===== src/rtl/decoder_nx2n_seq.sv =====
// Registered N-to-2^N decoder with one-hot, thermometer, autonomous scan and hold modes.
// All outputs are flops; SEL never reaches O combinationally.
module decoder_nx2n_seq #(
    parameter int N     = 3,
    parameter int DWELL = 4
) (
    input  logic           clk,
    input  logic           rst_n,
    input  logic           en,
    input  logic [1:0]     mode,
    input  logic [N-1:0]   sel,
    input  logic           in_valid,
    output logic [2**N-1:0] o,
    output logic           out_valid,
    output logic           scan_wrap
);

    localparam int W  = 2**N;
    localparam int DW = (DWELL > 1) ? $clog2(DWELL) : 1;
    localparam logic [DW-1:0] DWELL_LAST = DW'(DWELL - 1);
    localparam logic [N-1:0]  IDX_LAST   = {N{1'b1}};

    typedef enum logic [1:0] {
        MODE_ONEHOT = 2'b00,
        MODE_THERM  = 2'b01,
        MODE_SCAN   = 2'b10,
        MODE_HOLD   = 2'b11
    } mode_t;

    typedef enum logic {
        IDLE = 1'b0,
        RUN  = 1'b1
    } scan_state_t;

    scan_state_t     state;
    logic [N-1:0]    idx;
    logic [DW-1:0]   dwell;

    logic [W-1:0]    sel_onehot;
    logic [W-1:0]    sel_therm;
    logic [N-1:0]    idx_next;
    logic [W-1:0]    idx_next_onehot;

    // NOTE: every signal driven here is assigned unconditionally, so no latch can be inferred.
    always_comb begin
        sel_onehot      = {{(W-1){1'b0}}, 1'b1} << sel;
        // Shifting twice keeps SEL = 2^N-1 from wrapping the shift amount; yields all ones.
        sel_therm       = ~(({W{1'b1}} << sel) << 1);
        idx_next        = idx + 1'b1;
        idx_next_onehot = {{(W-1){1'b0}}, 1'b1} << idx_next;
    end

    // NOTE: sequential state uses non-blocking assignments so all flops update from pre-edge values.
    always_ff @(posedge clk or negedge rst_n) begin
        if (!rst_n) begin
            o         <= '0;
            out_valid <= 1'b0;
            scan_wrap <= 1'b0;
            idx       <= '0;
            dwell     <= '0;
            state     <= IDLE;
        end else if (!en) begin
            o         <= '0;
            out_valid <= 1'b0;
            scan_wrap <= 1'b0;
            idx       <= '0;
            dwell     <= '0;
            state     <= IDLE;
        end else begin
            case (mode_t'(mode))
                MODE_ONEHOT: begin
                    state     <= IDLE;
                    scan_wrap <= 1'b0;
                    out_valid <= in_valid;
                    if (in_valid)
                        o <= sel_onehot;
                end
                MODE_THERM: begin
                    state     <= IDLE;
                    scan_wrap <= 1'b0;
                    out_valid <= in_valid;
                    if (in_valid)
                        o <= sel_therm;
                end
                MODE_SCAN: begin
                    if (state == IDLE) begin
                        state     <= RUN;
                        idx       <= '0;
                        dwell     <= '0;
                        o         <= {{(W-1){1'b0}}, 1'b1};
                        out_valid <= 1'b1;
                        scan_wrap <= 1'b0;
                    end else if (dwell == DWELL_LAST) begin
                        dwell     <= '0;
                        idx       <= idx_next;
                        o         <= idx_next_onehot;
                        out_valid <= 1'b1;
                        scan_wrap <= (idx == IDX_LAST);
                    end else begin
                        dwell     <= dwell + 1'b1;
                        out_valid <= 1'b0;
                        scan_wrap <= 1'b0;
                    end
                end
                MODE_HOLD: begin
                    // RUN survives hold so a direct return to scan resumes instead of restarting.
                    out_valid <= 1'b0;
                    scan_wrap <= 1'b0;
                end
            endcase
        end
    end

endmodule


===== config.mk =====
export PLATFORM = sky130hd
export DESIGN_NAME = decoder_nx2n_seq
export DESIGN_NICKNAME = d
export VERILOG_FILES = /design/src/rtl/decoder_nx2n_seq.sv
export SDC_FILE = /design/constraint.sdc
export NUM_CORES = 1
export LEC_CHECK = 0
export ABC_AREA = 1
export CAP_MARGIN = 20
export CORE_ASPECT_RATIO = 1.75
export CORE_MARGIN = 4
export CORE_UTILIZATION = 52
export CTS_CLUSTER_DIAMETER = 80
export CTS_CLUSTER_SIZE = 8
export DETAILED_ROUTE_END_ITERATION = 10
export GPL_TIMING_DRIVEN = 0
export PLACE_DENSITY_LB_ADDON = 0.08
export RECOVER_POWER = 50
export SYNTH_ARGS = -nofsm -noshare
export SYNTH_HDL_FRONTEND = slang
export SYNTH_SLANG_ARGS = --single-unit

===== constraint.sdc =====
create_clock -name clk -period 4.2 [get_ports clk]
set_input_delay 0.84 -clock clk [delete_from_list [all_inputs] [get_ports clk]]
set_output_delay 0.84 -clock clk [all_outputs]
set_load 0.1 [all_outputs]

# Word-level counts from Yosys, hierarchy flattened
# Index checks and enable logic that the tools add are counted.
totals:
  reg_bits: 16
  in_bits: 9
  wordCells: 53
classes:
  addsub: 2
  n_eq_ne: 12
  n_shift: 3
  n_mux: 24
  bitwise_logic: 1
  n_reduce_logical: 5
ops:
  columns: ["op", "count"]
  rows:
  - ["two-way mux 8 bit", 5]
  - ["case mux 8 bit (3 select lines)", 1]
  - ["<< shifter 1 x 3 -> 8 bit, first input constant", 2]
  - ["two-way mux 3 bit", 4]
  - ["two-way mux 2 bit", 4]
  - ["NOT 8 bit", 1]
  - ["<< shifter 8 x 3 -> 7 bit, first input constant", 1]
  - ["two-way mux 1 bit", 7]
  - ["== test 2 bit, second input constant", 3]
  - ["inequality test 3 x 2 -> 1 bit, second input constant", 2]
  - ["inequality test 3 bit, second input constant", 2]
  - ["inequality test 4 x 1 -> 1 bit, second input constant", 1]
  - ["inequality test 4 bit, second input constant", 1]
  - ["case mux 1 bit (2 select lines)", 2]
  - ["AND reduction 4 bit", 1]
  - ["adder 3 x 1 -> 3 bit, second input constant", 1]
  - ["== test 3 bit, second input constant", 1]
  - ["case mux 1 bit (3 select lines)", 1]
  - ["OR reduction 3 bit", 1]
  - ["adder 2 x 1 -> 2 bit, second input constant", 1]
  - ["== test 2 x 1 -> 1 bit, second input constant", 1]
  - ["logical NOT 2 bit", 1]
  - ["inequality test 2 x 1 -> 1 bit, second input constant", 1]
  - ["AND reduction 2 bit", 1]
  - ["OR reduction 2 bit", 1]

# Logic depth before layout (Yosys ltp)
# Gate-level depths: netlist of the first run.
logic_depth:
  word_depth: 6
  ltp_mapped: 10
  ltp_nobuf: 9

# Worst setup path before layout of the first run
# OpenSTA, ideal clock, no wires.
synth_path:
  path_type: "input to register"
  start: "input port mode[0]"
  end: "register o[1]"
  setup_ns: 0.120
  t_arrival_ns: 1.685
  required_ns: 4.080
  slack_ns: 2.396
  cell_stages: 7
  n_path_buf: 0
  cell_sequence: "inv_1 ha_1 inv_2 a21oi_1 nand3_1 nand3_2 nand2_1"
synth_between:
  elab_chain_len: 3
synth_rtl:
  columns: ["element", "line_no", "text"]
  rows:
  - ["start, declared", "10", "input logic [1:0] mode,"]
  - ["== test 2 bit (tied with other cells)", "70", "case (mode_t'(mode))"]
  - ["inequality test 4 x 1 -> 1 bit (no line) (tied with other cells)", null, null]
  - ["AND reduction 4 bit (no line) or two-way mux 8 bit (tied branches)", null, null]
  - ["end signal, assigned", "76", "o <= sel_onehot;"]
  - ["end signal, assigned", "83", "o <= sel_therm;"]
  - ["end signal, assigned", "90", "o <= {{(W-1){1'b0}}, 1'b1};"]
  - ["end, declared", "13", "output logic [2**N-1:0] o,"]
# Several ways; a longest one is shown, not always the timed one.
# A chain may end at the register's enable or synchronous reset.

# Worst setup path after layout of the first run
layout_path:
  start: "input port mode[0]"
  end: "register o[0]"
# Same word-level chain as after synthesis.

==> results of run 1 <==
[layout make-up]
| type | count | area, um^2 | area share [%] |
|---|---|---|---|
| inverter | 21 | 83.83 | 5.528 |
| buffer | 4 | 31.28 | 2.063 |
| multi-input combinational | 122 | 744.5 | 49.09 |
| tap | 25 | 31.28 | 2.063 |
| sequential | 16 | 400.4 | 26.40 |
| clock buffer | 4 | 55.05 | 3.630 |
| timing repair buffer | 17 | 170.2 | 11.22 |
[stage by stage]
step           utilization, %  area [um^2]  instances   power, W
6_report                65.06         1516        209  0.0004842
5_1_grt                 65.06         1516        209  0.0005070
4_1_cts                 65.81         1534        209  0.0004905
3_5_place_dp            63.45         1479        205  0.0003517
3_3_place_gp            63.45         1479        205  0.0003499
2_1_floorplan               -         1277        163  0.0003070
[worst min-delay path by stage]
stage / start / slack [ns] / end / cells after the start
after floorplan: dwell[1] / 0.45 / dwell[1] / 2
after global placement: o[6] / 0.46 / o[6] / 2
after detailed placement: o[5] / 0.46 / o[5] / 2
after CTS: o[5] / 0.48 / o[5] / 2
after global routing: o[1] / 0.50 / o[1] / 2
final: o[2] / 0.48 / o[2] / 2
[cell usage after synthesis (all sizes together)]
cell     n  area, um^2
nand2   54       242.7
nand3   17       127.6
o21ai   13       68.82
inv     21       83.83
buf      4       38.78
nor2    17       92.59
nand4    3       18.77
dfrtp   16       400.4
ha      13       162.7
o31ai    1       7.510
a21oi    3       26.28
o21bai   1       7.510
[worst max-delay path, cell delays in order]
cell           delay [ns]
dlygate4sd3_1        0.58
inv_1                0.12
ha_1                 0.15
clkbuf_1             0.35
inv_2                0.05
nor2_1               0.27
nand2_8              0.10
nand2_4              0.10
nor2_8               0.05
nand3_2              0.07
nand2_1              0.05
[logic make-up (layout without fill, tap and decap cells)]
kind of cell	after synthesis	count (layout)	share of synthesized area, %
AND/OR/NAND/NOR	91	91	37.71
buffers and inverters	25	46	9.598
AO/OA/AOI/OAI	18	18	8.620
flip-flops	16	16	31.34
adder cells (fa/ha/maj)	13	13	12.73
[registers in the layout (all words and copies together) (netlist names)]
register   count
o              8
idx            3
dwell          2
out_valid      1
scan_wrap      1
state          1
[power by group through the flow]
stage / Clock [W] / Sequential (W) / Combinational [W]
floorplan: 0 / 0.000240 / 0.0000668
global placement: 0 / 0.000174 / 0.000175
detailed placement: 0 / 0.000175 / 0.000177
CTS: 0.000141 / 0.000172 / 0.000178
global route: 0.000146 / 0.000173 / 0.000188
finish: 0.000138 / 0.000172 / 0.000174
[metal layers]
layer | routed length [um] | vias up | global-route usage, %
met5 | 0 | - | 0
met4 | 39 | 0 | 6.840
met3 | 96 | 5 | 2.206
met2 | 1473 | 23 | 34.68
met1 | 966 | 484 | 17.91
li1 | - | 560 | -
==> results.txt, run 1 <==
status: finished, final reports clean
WS Path Type: input pin to register
Bufs on Longest Clock Path: 2
Pins Over Slew Limit: 0
Net Switching: 0.0001884 W
core area: 2331 um^2
RSZ-0062 raised after global routing: false
worst r2r src: idx[0]
flop2flop setup slack: 2.64 ns
vias: 1072
Nets: 207
row count: 23
TNS Setup: 0 ns
Peak Freq: 386.9 MHz
Reg2Reg Depth: 7
first-pass iteration count of the detailed router: 6
global-route wire length before repair: 4.478 mm
pre-CTS WS: 1.709 ns
Final Setup Violations: 0
terminus of the critical flop-to-flop path: o[0]
Final Worst Setup Slack: 1.615 ns
register area share after synthesis: 31.34%
Reg power frac: 35.5%
CTS HTree Levels: 1
routed vias/inst: 5.129
HPWL after detailed placement: 2.115 mm
Clk pin slew, worst setup/hold paths: 0.06 ns
CTS tree: done
commonest non-fill, non-tap cell in the layout: nand2_1
Crit path required time: 4.34 ns
# diodes: 0
Crit Path Max Fanout: 10
max_slew headroom: 35.33%
initial antenna violation count: 0
Die Y: 73.57 um
total CTS buffers: 3
cell-internal power: 0.0002958 W
yosys warns: 0
initial DRC count: 20
most frequent cells in the layout: nand2_1, inv_1, dfrtp_1, nor2_1, clkdlybuf4s50_1
synthesized cell area: 1277 um^2
Routed WL: 2.575 mm
Clock Skew: 0.007666 ns
largest net degree at the start of global routing: 17
Post-Syn Nets: 185
combinational power share: 36.0%
Top Ports: 19
post-CTS resize count: 0
Worst VDD drop: 0.0001693 V
starting utilization of the core area: 54.80%
flops & latches, synth: 16
max_cap viols: 0
Final Hold Violating Endpoints: 0
post-synth cell types: 25
Synth Instances: 163
CTS root buf: clkbuf_8
vias in the first global route: 1074
final period utilization: 61.54%
Hold WS: 0.4753 ns
kind of end point of the critical path: register
Routed WL per cell: 12.32 um
Remaining Overflow, GRT: 0
HP Class: register to register
Static Leak: 0.7826 nW
average size of a mapped cell: 7.837 um^2
Die Width: 45.47 um
Post-CTS Repair Setup Buffers: 0
Fillers: 202
CP startpoint: mode[0]
ANT nets after route: 0
Slew @ Worst Pin: 0.9669 ns
layout cells sized above 1: 14.13%
Remaining DRCs: 0
Final Critical Period: 2.585 ns
crit path capture: o[0]
Area growth syn-to-layout: 18.71%
GRT Total Usage: 17.91%
crit start category: input pin
clock latency on the worst-skew pair: 0.25 ns
Clock power frac: 28.5%
GP Congestion: 0.8270
sw frac: 38.92%
post-cts hold buffer count: 0
clock sinks: 16
Port Buffer Count: 17
die area: 3345 um^2
crit path DAT: 2.72 ns
pwr/cell area: 319.3 nW/um^2
Note: power is estimated with default switching activity, not from simulation.
==> run 2: changes to the inputs <==
--- a/config.mk
+++ b/config.mk
@@ -9,7 +9,7 @@
 export CAP_MARGIN = 20
 export CORE_ASPECT_RATIO = 1.75
 export CORE_MARGIN = 4
-export CORE_UTILIZATION = 52
+export CORE_UTILIZATION = 48
 export CTS_CLUSTER_DIAMETER = 80
 export CTS_CLUSTER_SIZE = 8
 export DETAILED_ROUTE_END_ITERATION = 10
==> constraint.sdc (replaced) <==
create_clock -name clk -period 2.1 [get_ports clk]
set_input_delay 0.42 -clock clk [delete_from_list [all_inputs] [get_ports clk]]
set_output_delay 0.42 -clock clk [all_outputs]
set_load 0.1 [all_outputs]
==> run 2 against run 1 <==
First-iteration DRC count up 40%. Global-route usage is 0.26 points lower. Largest power group is now sequential cells. Clock power is 100% higher. Clock-buffer cell count unchanged. Utilization fell by 4.8 points. Final cell count up 0.48%. Final area increased by 0.25%. Worst hold slack lost 0.014 ns. Combinational power increased by 96%. Critical endpoint is now o[2]. Die area increased by 7.1%. Flip-flop and latch count is the same.
==> results.txt, run 2 (synthesized netlist as in run 1, its figures left out) <==
CTS tree: done
clock sinks: 16
final period utilization: 91.83%
core area: 2522 um^2
HPWL after detailed placement: 2.199 mm
Crit path required time: 2.25 ns
die area: 3583 um^2
Slew @ Worst Pin: 0.9566 ns
Port Buffer Count: 17
row count: 24
Remaining Overflow, GRT: 0
TNS Setup: 0 ns
global-route wire length before repair: 4.809 mm
cell total after placement: 206
Post-CTS Repair Setup Buffers: 0
Pins Over Slew Limit: 0
first-pass iteration count of the detailed router: 6
Final Non-Filler Cells: 210
post-CTS resize count: 10
Die Width: 47.00 um
RSZ-0062 raised after global routing: false
Bufs on Longest Clock Path: 2
Clock Skew: 0.004740 ns
CTS HTree Levels: 1
vias in the first global route: 1155
layout cells sized above 1: 15.22%
ANT nets after route: 0
Final Critical Period: 1.928 ns
number of flip-flops under the largest register name: 8
starting utilization of the core area: 50.64%
clock latency on the worst-skew pair: 0.25 ns
post-cts hold buffer count: 0
Remaining DRCs: 0
Static Leak: 0.8270 nW
Crit Path Max Fanout: 5
Routed WL: 2.695 mm
CTS root buf: clkbuf_8
vias: 1105
GP Congestion: 0.8660
total CTS buffers: 3
Top Ports: 19
routed vias/inst: 5.262
Top reg by flops: o
initial antenna violation count: 0
pwr/cell area: 633.1 nW/um^2
Peak Freq: 518.6 MHz
kind of end point of the critical path: register
HP Class: input pin to register
max_cap viols: 0
Routed WL per cell: 12.83 um
biggest regs: o x8, idx x3, dwell x2
Final Setup Violations: 0
most frequent cells in the layout: nand2_1, inv_1, dfrtp_1, nor2_1, ha_1
crit path DAT: 2.08 ns
Worst VDD drop: 0.0003841 V
Die Y: 76.25 um
Fillers: 242
crit start category: input pin
WS Path Type: input pin to register
max_slew headroom: 36.48%
largest net degree at the start of global routing: 17
GRT Total Usage: 17.65%
# diodes: 0
Final Hold Violating Endpoints: 0
Area growth syn-to-layout: 19.00%
Nets: 207
commonest non-fill, non-tap cell in the layout: nand2_1
initial DRC count: 28
status: finished, final reports clean
Clk pin slew, worst setup/hold paths: 0.07 ns
-- run 2: layout make-up --
cell class                      count  area (um^2)  share of cell area, %
Multi-Input combinational cell    122        752.0                  49.46
Sequential cell                    16        400.4                  26.34
Timing Repair Buffer               17        157.7                  10.37
Inverter                           21        83.83                  5.514
Clock buffer                        4        55.05                  3.621
Buffer                              4        38.79                  2.551
Tap cell                           26        32.53                  2.140
-- run 2: worst paths after layout --
| check | startpoint | to | slack, ns | depth (start not counted) |
|---|---|---|---|---|
| max in group asynchronous | rst_n | dwell[1] | 0.94 | 1 |
| worst max register to register | idx[0] | o[4] | 0.54 | 8 |
| worst max-delay path | mode[0] | o[2] | 0.17 | 8 |
| worst min-delay path | en | scan_wrap | 0.46 | 3 |
| min in group asynchronous | rst_n | o[2] | 0.68 | 1 |
| worst min register to register | o[6] | o[6] | 0.47 | 2 |
-- run 2: where the power goes --
part	leakage (nW)	internal (W)	switching [W]	total [W]
sequential	0.215	0.000331	0.0000119	0.000343
combinational	0.583	0.0000834	0.000258	0.000341
clock	0.0288	0.000167	0.000112	0.000278
total	0.827	0.000581	0.000381	0.000963
-- run 2: metal layers --
metal	vias to the layer above	GRT usage, %	share of wire [%]
met5	-	0	0
met4	0	9.141	2.2
met3	10	1.655	3.9
met2	32	31.47	59
met1	506	18.62	35
li1	557	-	-
-- run 2: critical path, cell delays in order --
cell,delay [ns]
dlygate4sd3_1,0.60
inv_1,0.09
ha_1,0.40
inv_2,0.07
a21oi_1,0.22
nand3_1,0.15
nand3_2,0.09
nand2_1,0.04
-- run 2: metrics by stage --
step           utilization, %  instance area, um^2  hold WS, ns  total power, W  setup slack, ns
2_1_floorplan               -                 1277       0.1244       0.0006141           0.7157
3_3_place_gp            58.68                 1480       0.4623       0.0007014         0.007085
3_5_place_dp            58.68                 1480       0.4653       0.0007062        -0.004824
4_1_cts                 60.37                 1523       0.4643       0.0009743           0.2120
5_1_grt                 60.27                 1520       0.4696        0.001016          0.07396
6_report                60.27                 1520       0.4612       0.0009625           0.1715
==> run 3: changes to the inputs <==
--- a/config.mk
+++ b/config.mk
@@ -6,9 +6,7 @@
 export NUM_CORES = 1
 export LEC_CHECK = 0
 export ABC_AREA = 1
-export CAP_MARGIN = 20
 export CORE_ASPECT_RATIO = 1.75
-export CORE_MARGIN = 4
 export CORE_UTILIZATION = 48
 export CTS_CLUSTER_DIAMETER = 80
 export CTS_CLUSTER_SIZE = 8
==> run 3 against run 2 <==
Total power down 0.12%. Non-clock buffer count stayed put. Largest power group unchanged. Clock power hardly changed. Flip-flop and latch count did not move. Global-route usage grew 5.3 points.
==> results.txt, run 3 (synthesized netlist as in run 1, its figures left out) <==
status: finished, final reports clean
Clock power frac: 28.9%
row count: 24
WS Path Type: register to output port
Peak Freq: 533.9 MHz
Final Hold Violating Endpoints: 0
Metal-1 WL: 980 um
CTS HTree Levels: 1
Die Width: 41.00 um
pwr/cell area: 632.4 nW/um^2
Static Leak: 0.8265 nW
delay-heaviest family, CP: buffers and inverters
max_slew headroom: 36.76%
slowest CP cell: dlygate4sd2_1
post-cts hold buffer count: 0
global-route wire length before repair: 4.726 mm
CTS root buf: clkbuf_8
Worst VDD drop: 0.0004010 V
Net Switching: 0.0003799 W
crit path cell chain: dlygate4sd2_1
crit path buf inv count: 1
GRT Total Usage: 22.99%
# diodes: 0
Clock Skew: 0.002114 ns
area occupied by multi-input gates: 752.0 um^2
met2 wire len: 1.574 mm
die area: 2880 um^2
core area: 2492 um^2
RSZ-0062 raised after global routing: false
routed vias/inst: 5.129
vias in the first global route: 1131
commonest non-fill, non-tap cell in the layout: nand2_1
GP Congestion: 0.8754
Final Setup Violations: 0
crit path DAT: 1.45 ns
Fillers: 235
ANT nets after route: 0
sw frac: 39.51%
Die Y: 70.25 um
register area: 400.4 um^2
HP Class: input pin to register
clock sinks: 16
Clk pin slew, worst setup/hold paths: 0.07 ns
Reg power frac: 35.7%
starting utilization of the core area: 51.26%
Max stage delay on crit path: 0.85 ns
Pins Over Slew Limit: 0
total CTS buffers: 3
initial DRC count: 32
WL met3: 57 um
cell-internal power: 0.0005815 W
Routed WL per cell: 12.70 um
crit start category: register
biggest regs: o x8, idx x3, dwell x2
Crit path required time: 1.68 ns
Top Ports: 19
Crit Path Max Fanout: 2
first-pass iteration count of the detailed router: 4
kind of end point of the critical path: output port
Top Metal Used: met4
Port Buffer Count: 17
Area growth syn-to-layout: 19.00%
vias: 1077
clock latency on the worst-skew pair: 0.25 ns
Final Critical Period: 1.873 ns
Bufs on Longest Clock Path: 2
HPWL after detailed placement: 2.192 mm
Slew @ Worst Pin: 0.9523 ns
Remaining DRCs: 0
Nets: 207
max_cap viols: 0
initial antenna violation count: 0
TNS Setup: 0 ns
Remaining Overflow, GRT: 0
Final Worst Setup Slack: 0.2269 ns
pre-CTS WS: -0.003287 ns
Top reg by flops: o
layout cells sized above 1: 15.22%
Routed WL: 2.666 mm
combinational power share: 35.4%
post-CTS resize count: 10
final period utilization: 89.19%
largest net degree at the start of global routing: 17
number of flip-flops under the largest register name: 8
Post-CTS Repair Setup Buffers: 0
CTS tree: done
most frequent cells in the layout: nand2_1, inv_1, dfrtp_1, nor2_1, ha_1
==> run 3: changes by cell type in the layout (fill, tap and decap cells not counted) <==
cell	delta
clkdlybuf4s50_1	+2
dlygate4sd3_1	-2
==> run 3: final timing paths <==
path | slack, ns | endpoint | depth (start not counted) | start
max | 0.23 | o[2] | 1 | o[2]
min | 0.46 | scan_wrap | 3 | en
max reg2reg | 0.55 | o[6] | 8 | idx[0]
min reg2reg | 0.48 | o[1] | 2 | o[1]
max in group asynchronous | 0.96 | dwell[0] | 1 | rst_n
min in group asynchronous | 0.67 | o[2] | 1 | rst_n
==> run 3: cell type report <==
class / instances / share of cell area [%]
multi-input cells: 122 / 49.46
well taps: 26 / 2.140
clock buffers: 4 / 3.621
plain buffers: 4 / 2.551
flip-flops and latches: 16 / 26.34
inverters: 21 / 5.514
repair buffers: 17 / 10.37
==> run 3: metrics by stage <==
step	total power [W]	hold WS (ns)	area (um^2)	utilization, %	cells
2_1_floorplan	0.0006141	0.1244	1277	-	163
3_3_place_gp	0.0007008	0.4613	1480	59.39	206
3_5_place_dp	0.0007053	0.4687	1480	59.39	206
4_1_cts	0.0009716	0.4638	1523	61.09	210
5_1_grt	0.001014	0.4737	1520	60.99	210
6_report	0.0009614	0.4633	1520	60.99	210
==> run 3: per-layer routing <==
metal / track usage, % / vias up
met5: 0 / -
met4: 7.407 / 0
met3: 2.222 / 6
met2: 43.23 / 21
met1: 23.01 / 492
li1: - / 558
==> run 3: power groups by stage <==
| stage | combinational, W | sequential (W) | clock [W] |
|---|---|---|---|
| 6_report | 0.000340 | 0.000343 | 0.000278 |
| 5_1_grt | 0.000370 | 0.000347 | 0.000296 |
| 4_1_cts | 0.000343 | 0.000343 | 0.000285 |
| 3_5_place_dp | 0.000355 | 0.000350 | 0 |
| 3_3_place_gp | 0.000352 | 0.000349 | 0 |
| 2_1_floorplan | 0.000134 | 0.000481 | 0 |
